## src/rtl/frame_seq_pkg.sv

```systemverilog
// frame_seq_pkg: shared state encoding and frame-geometry helpers for frame_sequencer.
package frame_seq_pkg;

    typedef enum logic {FILL, DRAIN} state_t;

    localparam int FRAME_DEPTH = 16;
    localparam int LAST_ADDR = FRAME_DEPTH - 1;

    function automatic int last_addr(input int depth);
        return depth - 1;
    endfunction

endpackage

```

## src/rtl/frame_sequencer.sv

```systemverilog
// frame_sequencer: fills buffer_module with one frame, then drains it in address order
// as a valid/ready stream with a last flag.
module frame_sequencer
    import frame_seq_pkg::*;
#(
    parameter int DATA_WIDTH = 16,
    parameter int DEPTH = FRAME_DEPTH,
    parameter int ADDRESS_WIDTH = $clog2(DEPTH)
) (
    input  logic                     clk,
    input  logic                     reset,
    input  logic                     operational_clock,
    input  logic [DATA_WIDTH-1:0]    in_data,
    input  logic                     in_valid,
    output logic                     in_ready,
    output logic [DATA_WIDTH-1:0]    out_data,
    output logic                     out_valid,
    input  logic                     out_ready,
    output logic                     out_last,
    output logic [ADDRESS_WIDTH-1:0] buf_address,
    output logic [DATA_WIDTH-1:0]    buf_data,
    output logic                     buf_write,
    output logic                     buf_output_enable,
    input  logic [DATA_WIDTH-1:0]    buf_data_out,
    output logic                     frame_busy
);

    localparam logic [ADDRESS_WIDTH-1:0] LAST = ADDRESS_WIDTH'(last_addr(DEPTH));
    localparam logic [ADDRESS_WIDTH:0] FULL = (ADDRESS_WIDTH+1)'(DEPTH);

    state_t state, state_next;
    logic [ADDRESS_WIDTH-1:0] wr_ptr, rd_ptr;
    logic [ADDRESS_WIDTH:0] issued_count;
    logic pending, handshake, issue;

    always_comb begin
        state_next = state;
        handshake = out_valid & out_ready;
        issue = (state == DRAIN) && !pending && (issued_count < FULL) && (!out_valid || out_ready);
        in_ready = (state == FILL);
        buf_write = (state == FILL) & in_valid;
        buf_address = (state == FILL) ? wr_ptr : rd_ptr;
        buf_data = in_data;
        buf_output_enable = (state == DRAIN);
        frame_busy = (state == DRAIN);
        if (state == FILL && in_valid && wr_ptr == LAST) state_next = DRAIN;
        if (state == DRAIN && handshake && out_last) state_next = FILL;
    end

    always_ff @(posedge clk) begin
        if (reset) state <= FILL;
        else if (operational_clock) state <= state_next;
    end

    // Issue waits for the output slot to be free, so a capture never lands on a stalled sample.
    always_ff @(posedge clk) begin
        if (reset) begin
            wr_ptr <= '0;
            rd_ptr <= '0;
            issued_count <= '0;
            pending <= 1'b0;
            out_valid <= 1'b0;
            out_data <= '0;
            out_last <= 1'b0;
        end else if (operational_clock) begin
            if (state == FILL && in_valid) wr_ptr <= wr_ptr + 1'b1;
            if (issue) begin
                pending <= 1'b1;
                rd_ptr <= rd_ptr + 1'b1;
                issued_count <= issued_count + 1'b1;
            end
            if (pending) begin
                out_data <= buf_data_out;
                out_valid <= 1'b1;
                out_last <= (issued_count == FULL);
                pending <= 1'b0;
            end else if (handshake) begin
                out_valid <= 1'b0;
                out_last <= 1'b0;
            end
            if (handshake && out_last) begin
                rd_ptr <= '0;
                issued_count <= '0;
            end
        end
    end

endmodule

```

## config.mk

```make
export PLATFORM = sky130hd
export DESIGN_NAME = frame_sequencer
export DESIGN_NICKNAME = d
export VERILOG_FILES = /design/src/rtl/frame_seq_pkg.sv /design/src/rtl/frame_sequencer.sv
export SDC_FILE = /design/constraint.sdc
export NUM_CORES = 1
export LEC_CHECK = 0
export BUFFER_PORTS_ARGS = -buffer_cell sky130_fd_sc_hd__buf_4
export CORE_MARGIN = 1
export CORE_UTILIZATION = 50
export CTS_BUF_LIST = sky130_fd_sc_hd__clkbuf_8
export DETAILED_ROUTE_END_ITERATION = 12
export PLACE_DENSITY = 0.87
export SLEW_MARGIN = 25
export SYNTH_ARGS = -nofsm -noshare
export SYNTH_HDL_FRONTEND = slang
export SYNTH_SLANG_ARGS = --single-unit
```

## constraint.sdc

```tcl
create_clock -name clk -period 3.75 [get_ports clk]
set_input_delay 0.1875 -clock clk [delete_from_list [all_inputs] [get_ports clk]]
set_output_delay 0.1875 -clock clk [all_outputs]
set_load 0.02 [all_outputs]
```

==> impl_metrics.prom, run 1 <==
# TYPE chip_impl_metric gauge
chip_impl_metric{name="synth_sequential_area_ratio",unit=""} 0.4272
chip_impl_metric{name="clockPowerShare",unit=""} 0.397
chip_impl_metric{name="remaining_drc_errors",unit=""} 8
chip_impl_metric{name="cts.sink_count",unit=""} 33
chip_impl_metric{name="die_w",unit="microns"} 57.62
chip_impl_metric{name="setup_violations",unit=""} 0
chip_impl_metric{name="mappedNetlistNets",unit=""} 227
chip_impl_metric{name="worst_slew_pin_slew",unit="ns"} 0.6023
chip_impl_metric{name="final-max-slew-violation-count",unit=""} 0
chip_impl_info{name="critical-path-top-delay-family",value="simple AND/OR/NAND/NOR gates"} 1
chip_impl_metric{name="power.internal",unit="uW"} 514.3
chip_impl_metric{name="setup_bufs_post_cts",unit=""} 0
chip_impl_info{name="violations_in_the_final_reports",value="design-rule violations"} 1
chip_impl_metric{name="fin_crit",unit="ns"} 1.733
chip_impl_metric{name="layout.area.seq",unit="sq um"} 660.6
chip_impl_metric{name="final.period_utilization",unit=""} 0.4622
chip_impl_metric{name="seq_power_share",unit=""} 0.547
chip_impl_metric{name="peakVddDrop",unit="mV"} 0.2648
chip_impl_info{name="worst_r2r_startpoint",value="buf_output_enable$_SDFFE_PP0P_"} 1
chip_impl_metric{name="first_global_vias",unit=""} 1178
chip_impl_metric{name="ioPinCount",unit=""} 79
chip_impl_metric{name="start_util",unit=""} 0.5421
chip_impl_metric{name="grt_start_max_net_pins",unit=""} 34
chip_impl_metric{name="non_filler_cell_area_final",unit="sq um"} 1838
chip_impl_info{name="cpMaxStageDelayCell",value="dfxtp_1"} 1
chip_impl_metric{name="power.combinational.fraction",unit=""} 0.056
chip_impl_metric{name="multi_input_area",unit="sq um"} 691.9
chip_impl_metric{name="timing.critical_path.buf_inv",unit=""} 0
chip_impl_metric{name="die_height",unit="microns"} 57.62
chip_impl_info{name="critPathLaunchType",value="flip-flop"} 1
chip_impl_metric{name="place.gp.congestion",unit=""} 0.7577
chip_impl_metric{name="finalHoldViolations",unit=""} 0
chip_impl_info{name="cp_cell_sequence",value="and4bb_4, nand2_4, or4_1, a31oi_1"} 1
chip_impl_metric{name="synthesis.instances",unit=""} 186
chip_impl_metric{name="post_drt_wl_per_cell",unit="microns"} 12.02
chip_impl_metric{name="grt_first_pass_wirelength",unit="microns"} 4940
chip_impl_info{name="root_buffer",value="clkbuf_8"} 1
chip_impl_metric{name="cts_repair_resize_count",unit=""} 0
chip_impl_info{name="setup.worst_path.end_class",value="flip-flop"} 1
chip_impl_metric{name="cp_slowest_stage_delay",unit="ns"} 0.53
chip_impl_info{name="outcome",value="complete, but fails checks"} 1
chip_impl_metric{name="wirelength",unit="microns"} 2921
chip_impl_metric{name="groute.usage.overall",unit=""} 0.1964
chip_impl_metric{name="total_switching_power",unit="uW"} 132.0
chip_impl_metric{name="yosysWarningCount",unit=""} 0
chip_impl_metric{name="overflow",unit=""} 0
chip_impl_metric{name="final.fill_count",unit=""} 257
chip_impl_metric{name="ys_seq_elements",unit=""} 33
chip_impl_metric{name="h-tree-depth",unit=""} 2
chip_impl_metric{name="worstPathArrival",unit="ns"} 1.93
chip_impl_metric{name="drtIter0Drc",unit=""} 70
chip_impl_metric{name="critPathMaxFanout",unit=""} 11
chip_impl_info{name="min_path_type",value="in -> reg"} 1
chip_impl_metric{name="mappedNetlistArea",unit="sq um"} 1546
chip_impl_info{name="tritoncts",value="built"} 1
chip_impl_metric{name="drv_cap",unit=""} 0
chip_impl_metric{name="cts_buffers",unit=""} 5
chip_impl_metric{name="post_drt_via_cell_ratio",unit=""} 5.350
chip_impl_metric{name="cts_buffer_depth",unit=""} 2
chip_impl_metric{name="finish.net_count",unit=""} 253
chip_impl_metric{name="post_route_cells_drive_above_1_share",unit=""} 0.2925
chip_impl_metric{name="synth_cell_type_count",unit=""} 33
chip_impl_metric{name="coreArea",unit="sq um"} 2853
chip_impl_metric{name="core.rowCount",unit=""} 19
chip_impl_metric{name="antenna_found_initial",unit=""} 0
chip_impl_metric{name="timing.clock.skew",unit="ns"} 0.006313
chip_impl_metric{name="drt-pass1-iter-count",unit=""} 8
chip_impl_metric{name="crit_required",unit="ns"} 3.95
chip_impl_metric{name="maximum_operating_frequency",unit="MHz"} 577.0
chip_impl_info{name="worstSetupStartpoint",value="buf_output_enable$_SDFFE_PP0P_"} 1
chip_impl_info{name="setup.worst_path.class",value="reg -> reg"} 1
chip_impl_metric{name="dp_hpwl",unit="microns"} 2094
chip_impl_metric{name="area_growth_syn_to_layout",unit="%"} 18.85
chip_impl_info{name="min_from",value="buf_data_out[10]"} 1
chip_impl_metric{name="dr_total_vias",unit=""} 1300
chip_impl_metric{name="switching_share_of_total_power",unit=""} 0.2042
chip_impl_metric{name="power_density",unit="nW/um^2"} 351.7
chip_impl_metric{name="p_leak",unit="nW"} 0.7479
chip_impl_metric{name="clk-insertion-delay-late",unit="ns"} 0.28
chip_impl_metric{name="place_area",unit="sq um"} 1752
chip_impl_metric{name="fp.dieArea",unit="sq um"} 3319
chip_impl_info{name="grt_setup_unrepaired",value="false"} 1
chip_impl_metric{name="ff2ff_setup_slack",unit="ns"} 2.02
chip_impl_metric{name="cts.hold.buffers_added",unit=""} 0
chip_impl_metric{name="worst_slew_margin_rel",unit=""} 0.5985
chip_impl_metric{name="synth.avg_cell_area",unit="sq um"} 8.314
chip_impl_metric{name="ant_nets",unit=""} 0
chip_impl_metric{name="cts.reportedPaths.clkPinSlew",unit="ns"} 0.07
chip_impl_metric{name="placement.io_buffers",unit=""} 46
chip_impl_metric{name="antennaDiodeCount",unit=""} 0
chip_impl_metric{name="setup_tns",unit="ns"} 0
-- worst paths after layout --
check,endpoint,depth (start not counted)
setup / recovery,rd_ptr[3]$_SDFFE_PP0P_,4
hold / removal,out_data[10]$_SDFFE_PP0P_,3
setup reg to reg,rd_ptr[3]$_SDFFE_PP0P_,4
hold reg to reg,out_data[15]$_SDFFE_PP0P_,2
-- through the flow --
stage               utilization  setup WS, ns  hold slack, ns  power [mW]  instances
floorplan                     -         2.086          0.3235      0.4010        186
global placement         0.6140         2.132          0.3751      0.3969        236
detailed placement       0.6140         2.018          0.3751      0.3979        236
CTS                      0.6443         2.013          0.1503      0.6567        243
global route             0.6443         1.957          0.1564      0.6721        243
finish                   0.6443         2.017          0.1579      0.6463        243
-- sequential cells by signal (all words and copies together) (netlist names) --
signal,flops
wr_ptr,4
pending,1
buf_output_enable,1
rd_ptr,4
issued_count,5
out_data,16
out_valid,1
out_last,1
-- cells in the final DEF, fill, tap and decap left out --
cell	instances
a211oi_1	1
a21oi_1	25
a31oi_1	3
a32oi_1	3
and2_1	1
and2b_2	1
and3_1	1
and3_2	1
and3b_2	1
and4bb_4	1
buf_4	46
clkbuf_8	6
dfxtp_1	33
ha_1	4
inv_1	5
mux2_2	4
mux2i_1	1
nand2_1	44
nand2_4	1
nand2b_1	1
nand3_1	6
nand4_1	2
nor2_1	9
nor4bb_1	1
o211ai_1	2
o21ai_0	2
or2b_2	1
or4_1	2
or4b_1	1
xnor2_1	1
xor2_1	2
-- layer usage --
metal | GRT usage | share of wire | vias up | wire [microns]
met1 | 0.2205 | 0.42 | 583 | 1239
met4 | 0.08711 | 0.016 | 0 | 48
met2 | 0.3339 | 0.47 | 47 | 1373
li1 | - | - | 664 | -
met3 | 0.07143 | 0.089 | 6 | 260
met5 | 0 | 0 | - | 0
-- synthesized netlist by cell type --
library cell | number | share of area
a211oi_1 | 1 | 0.0049
a21oi_1 | 25 | 0.081
a31oi_1 | 3 | 0.012
a32oi_1 | 3 | 0.017
and2_1 | 1 | 0.0040
and2b_2 | 1 | 0.0057
and3_1 | 1 | 0.0040
and3_2 | 1 | 0.0049
and3b_2 | 1 | 0.0065
and4bb_4 | 1 | 0.011
buf_4 | 17 | 0.083
buf_6 | 1 | 0.0073
clkbuf_1 | 8 | 0.019
clkdlybuf4s25_1 | 1 | 0.0065
dfxtp_1 | 33 | 0.43
ha_1 | 4 | 0.032
inv_1 | 4 | 0.0097
mux2_2 | 4 | 0.029
mux2i_1 | 1 | 0.0065
nand2_1 | 44 | 0.11
nand2_4 | 1 | 0.0073
nand2b_1 | 1 | 0.0040
nand3_1 | 6 | 0.019
nand4_1 | 2 | 0.0081
nor2_1 | 9 | 0.022
nor4bb_1 | 1 | 0.0065
o211ai_1 | 2 | 0.0097
o21ai_0 | 2 | 0.0065
or2b_2 | 1 | 0.0057
or4_1 | 2 | 0.0097
or4b_1 | 1 | 0.0065
xnor2_1 | 1 | 0.0057
xor2_1 | 2 | 0.011
-- tightest hold or removal path, delay by kind of cell --
kind	cells	cell delay (ns)
AO/OA/AOI/OAI	1	0.05
AND/OR/NAND/NOR	1	0.04
buffers and inverters	1	0.10
-- kinds of logic (layout without fill, tap and decap cells) --
group           Yosys count  after routing  share of synthesized area
compound gates           36             36                     0.1311
mux                       5              5                    0.03560
flops                    33             33                     0.4272
buf+inv                  31             57                     0.1254
fa+ha+maj                 4              4                    0.03236
simple gates             74             74                     0.2314
xor+xnor                  3              3                    0.01699
-- power by group through the flow --
| stage | Clock [mW] | Sequential, mW | Combinational (mW) |
|---|---|---|---|
| after floorplan | 0 | 0.361 | 0.0400 |
| after global placement | 0 | 0.361 | 0.0356 |
| final | 0.257 | 0.354 | 0.0360 |
| after detailed placement | 0 | 0.361 | 0.0364 |
| after global routing | 0.279 | 0.354 | 0.0394 |
| after CTS | 0.267 | 0.354 | 0.0366 |
-- cell type report --
type / instances / share of cell area
multi-input cells: 122 / 0.3764
flip-flops and latches: 33 / 0.3594
repair buffers: 46 / 0.1879
clock buffers: 6 / 0.04493
well taps: 31 / 0.02110
inverters: 4 / 0.008169
clock inverters: 1 / 0.002042
No activity file was read; power rests on OpenSTA's default activity.
==> run 2, diff against run 1 <==
--- a/config.mk
+++ b/config.mk
@@ -7,10 +7,10 @@
 export LEC_CHECK = 0
 export BUFFER_PORTS_ARGS = -buffer_cell sky130_fd_sc_hd__buf_4
 export CORE_MARGIN = 1
-export CORE_UTILIZATION = 50
+export CORE_UTILIZATION = 42
 export CTS_BUF_LIST = sky130_fd_sc_hd__clkbuf_8
 export DETAILED_ROUTE_END_ITERATION = 12
-export PLACE_DENSITY = 0.87
+export PLACE_DENSITY = 0.78
 export SLEW_MARGIN = 25
 export SYNTH_ARGS = -nofsm -noshare
 export SYNTH_HDL_FRONTEND = slang
==> constraint.sdc (replaced) <==
create_clock -name clk -period 1.4 [get_ports clk]
set_input_delay 0.07 -clock clk [delete_from_list [all_inputs] [get_ports clk]]
set_output_delay 0.07 -clock clk [all_outputs]
set_load 0.02 [all_outputs]
==> run 2 against run 1 <==
  * The run ends with negative setup slack left
  * Worst hold slack worse by 0.12 ns
  * Critical path depth unchanged
  * Register-to-register slack worse by 2.0 ns
  * Utilization down 8.8 points
  * Die area up 18%
  * Total power rose to 2.6 times the previous value
  * Clock-buffer cell count down 1
  * Maximum frequency up 24%
  * Global-route usage down 3.6 points
  * Via count down 0.31%
  * First-iteration DRC count down 2.9%
  * Critical path type unchanged
  * Critical endpoint is now rd_ptr[2]$_SDFFE_PP0P_
==> impl_metrics.prom, run 2 (synthesis results as in run 1) <==
# TYPE chip_impl_metric gauge
chip_impl_info{name="outcome",value="complete, but fails checks"} 1
chip_impl_info{name="violations_in_the_final_reports",value="negative setup slack"} 1
chip_impl_metric{name="h-tree-depth",unit=""} 2
chip_impl_metric{name="worst_slew_margin_rel",unit=""} 0.7675
chip_impl_metric{name="power_density",unit="nW/um^2"} 885.9
chip_impl_metric{name="grt_first_pass_wirelength",unit="microns"} 5037
chip_impl_info{name="cp_cell_sequence",value="and4bb_4, nand2_4, or4b_1, a21oi_1"} 1
chip_impl_metric{name="remaining_drc_errors",unit=""} 0
chip_impl_metric{name="dp_hpwl",unit="microns"} 2134
chip_impl_metric{name="final-max-slew-violation-count",unit=""} 0
chip_impl_metric{name="largest_register_ffs",unit=""} 16
chip_impl_metric{name="timing.clock.skew",unit="ns"} 0.004541
chip_impl_metric{name="global_route.usage.met2",unit=""} 0.2568
chip_impl_metric{name="cts_buffers",unit=""} 5
chip_impl_info{name="registers.top_by_ff_count",value="out_data"} 1
chip_impl_metric{name="setup_bufs_post_cts",unit=""} 0
chip_impl_metric{name="start_util",unit=""} 0.4493
chip_impl_metric{name="crit_required",unit="ns"} 1.61
chip_impl_metric{name="worstPathArrival",unit="ns"} 1.61
chip_impl_metric{name="cp_slowest_stage_delay",unit="ns"} 0.46
chip_impl_metric{name="setup_tns",unit="ns"} -0.002183
chip_impl_metric{name="antenna_found_initial",unit=""} 0
chip_impl_metric{name="die_height",unit="microns"} 62.68
chip_impl_metric{name="finalHoldViolations",unit=""} 0
chip_impl_metric{name="coreArea",unit="sq um"} 3442
chip_impl_info{name="grt_busiest_layer",value="met2"} 1
chip_impl_metric{name="p_leak",unit="nW"} 0.7873
chip_impl_metric{name="ioPinCount",unit=""} 79
chip_impl_metric{name="area_growth_syn_to_layout",unit="%"} 23.87
chip_impl_info{name="biggestRegsByFlops",value="out_data: 16 flops, issued_count: 5 flops"} 1
chip_impl_metric{name="wirelength",unit="microns"} 2995
chip_impl_info{name="min_path_type",value="in -> reg"} 1
chip_impl_metric{name="die_w",unit="microns"} 62.68
chip_impl_metric{name="cts_repair_resize_count",unit=""} 0
chip_impl_metric{name="dr_total_vias",unit=""} 1296
chip_impl_metric{name="final_hold_slack",unit="ns"} 0.03711
chip_impl_metric{name="post_drt_wl_per_cell",unit="microns"} 11.26
chip_impl_info{name="cpMaxStageDelayCell",value="or4b_1"} 1
chip_impl_metric{name="cts_buffer_depth",unit=""} 2
chip_impl_metric{name="worst_slew_pin_slew",unit="ns"} 0.3488
chip_impl_metric{name="setup_violations",unit=""} 1
chip_impl_metric{name="peakVddDrop",unit="mV"} 0.5899
chip_impl_metric{name="clk-insertion-delay-late",unit="ns"} 0.28
chip_impl_metric{name="first_global_vias",unit=""} 1173
chip_impl_metric{name="grt_start_max_net_pins",unit=""} 34
chip_impl_metric{name="overflow",unit=""} 0
chip_impl_metric{name="core.rowCount",unit=""} 21
chip_impl_metric{name="final.period_utilization",unit=""} 1.002
chip_impl_metric{name="drv_cap",unit=""} 0
chip_impl_metric{name="maximum_operating_frequency",unit="MHz"} 713.2
chip_impl_metric{name="post_route_cells_drive_above_1_share",unit=""} 0.3273
chip_impl_info{name="setup.worst_path.end_class",value="flip-flop"} 1
chip_impl_metric{name="non_filler_cell_area_final",unit="sq um"} 1916
chip_impl_metric{name="cts.hold.buffers_added",unit=""} 0
chip_impl_metric{name="place_area",unit="sq um"} 1833
chip_impl_metric{name="timing.critical_path.buf_inv",unit=""} 0
chip_impl_metric{name="fp.dieArea",unit="sq um"} 3929
chip_impl_info{name="mostFrequentLayoutCells",value="buf_4, nand2_1, dfxtp_1"} 1
chip_impl_info{name="setup.worst_path.class",value="reg -> reg"} 1
chip_impl_metric{name="placedCellCount",unit=""} 258
chip_impl_metric{name="drt-pass1-iter-count",unit=""} 4
chip_impl_metric{name="critPathMaxFanout",unit=""} 6
chip_impl_metric{name="ant_nets",unit=""} 0
chip_impl_metric{name="groute.layer.met3.usage",unit=""} 0.05474
chip_impl_info{name="critical-path-top-delay-family",value="simple AND/OR/NAND/NOR gates"} 1
chip_impl_metric{name="grt.met1_usage",unit=""} 0.1998
chip_impl_metric{name="post_drt_via_cell_ratio",unit=""} 4.872
chip_impl_metric{name="final.fill_count",unit=""} 332
chip_impl_metric{name="drtIter0Drc",unit=""} 68
chip_impl_metric{name="fin_crit",unit="ns"} 1.402
chip_impl_info{name="critPathLaunchType",value="flip-flop"} 1
chip_impl_info{name="tritoncts",value="built"} 1
chip_impl_metric{name="cts.sink_count",unit=""} 33
chip_impl_info{name="root_buffer",value="clkbuf_8"} 1
chip_impl_metric{name="groute.usage.overall",unit=""} 0.1605
chip_impl_metric{name="cts.reportedPaths.clkPinSlew",unit="ns"} 0.07
chip_impl_metric{name="final.setup.worst_slack",unit="ns"} -0.002183
chip_impl_info{name="final_common_cell",value="buf_4"} 1
chip_impl_metric{name="finish.net_count",unit=""} 260
chip_impl_metric{name="place.gp.congestion",unit=""} 0.8124
chip_impl_metric{name="placement.io_buffers",unit=""} 46
chip_impl_metric{name="antennaDiodeCount",unit=""} 0
chip_impl_metric{name="stdcell_count",unit=""} 266
chip_impl_info{name="grt_setup_unrepaired",value="true"} 1
-- run 2: changes by cell type in the layout (fill, tap and decap cells not counted), sizes merged --
| cell | delta |
|---|---|
| clkbuf | -1 |
| clkinv | +2 |
| buf | +7 |
-- run 2: path summary, 6_finish.rpt --
path,to,depth (start not counted),slack (ns),from
worst max-delay path,rd_ptr[2]$_SDFFE_PP0P_,4,-0.002,issued_count[4]$_SDFFE_PP0P_
worst min-delay path,out_data[7]$_SDFFE_PP0P_,3,0.04,buf_data_out[7]
worst max register to register,rd_ptr[2]$_SDFFE_PP0P_,4,-0.002,issued_count[4]$_SDFFE_PP0P_
worst min register to register,out_data[4]$_SDFFE_PP0P_,2,0.45,out_data[4]$_SDFFE_PP0P_
-- run 2: cell type report --
class	count	area, sq um	share of cell area
clock buffer	5	68.82	0.03592
sequential	33	668.1	0.3488
timing repair buffer	53	397.9	0.2077
multi-input combinational	122	694.4	0.3625
inverter	4	15.01	0.007838
tap	46	57.56	0.03005
clock inverter	3	13.76	0.007185
-- run 2: worst min-delay path, stage by stage --
cell and delay, ns:
buf_4 0.11, nand2_1 0.04, a21oi_1 0.05
-- run 2: through the flow --
step / total power, mW / setup slack, ns / util
2_1_floorplan: 1.070 / -0.07644 / -
3_3_place_gp: 1.060 / 0.03822 / 0.5325
3_5_place_dp: 1.061 / 0.01642 / 0.5325
4_1_cts: 1.718 / 0.005677 / 0.5565
5_1_grt: 1.776 / -0.02459 / 0.5565
6_report: 1.697 / -0.002183 / 0.5565
-- run 2: routing by layer --
layer / vias up / wire length (microns)
met5: - / 0
met4: 0 / 16
met3: 2 / 228
met2: 48 / 1295
met1: 571 / 1455
li1: 675 / -
-- run 2: power by group --
| group | internal [mW] | switching [mW] | total, mW | leakage [nW] |
|---|---|---|---|---|
| registers | 0.939 | 0.00392 | 0.943 | 0.268 |
| clock network | 0.336 | 0.321 | 0.658 | 0.0491 |
| logic | 0.0527 | 0.0438 | 0.0966 | 0.471 |
| total | 1.33 | 0.369 | 1.70 | 0.787 |
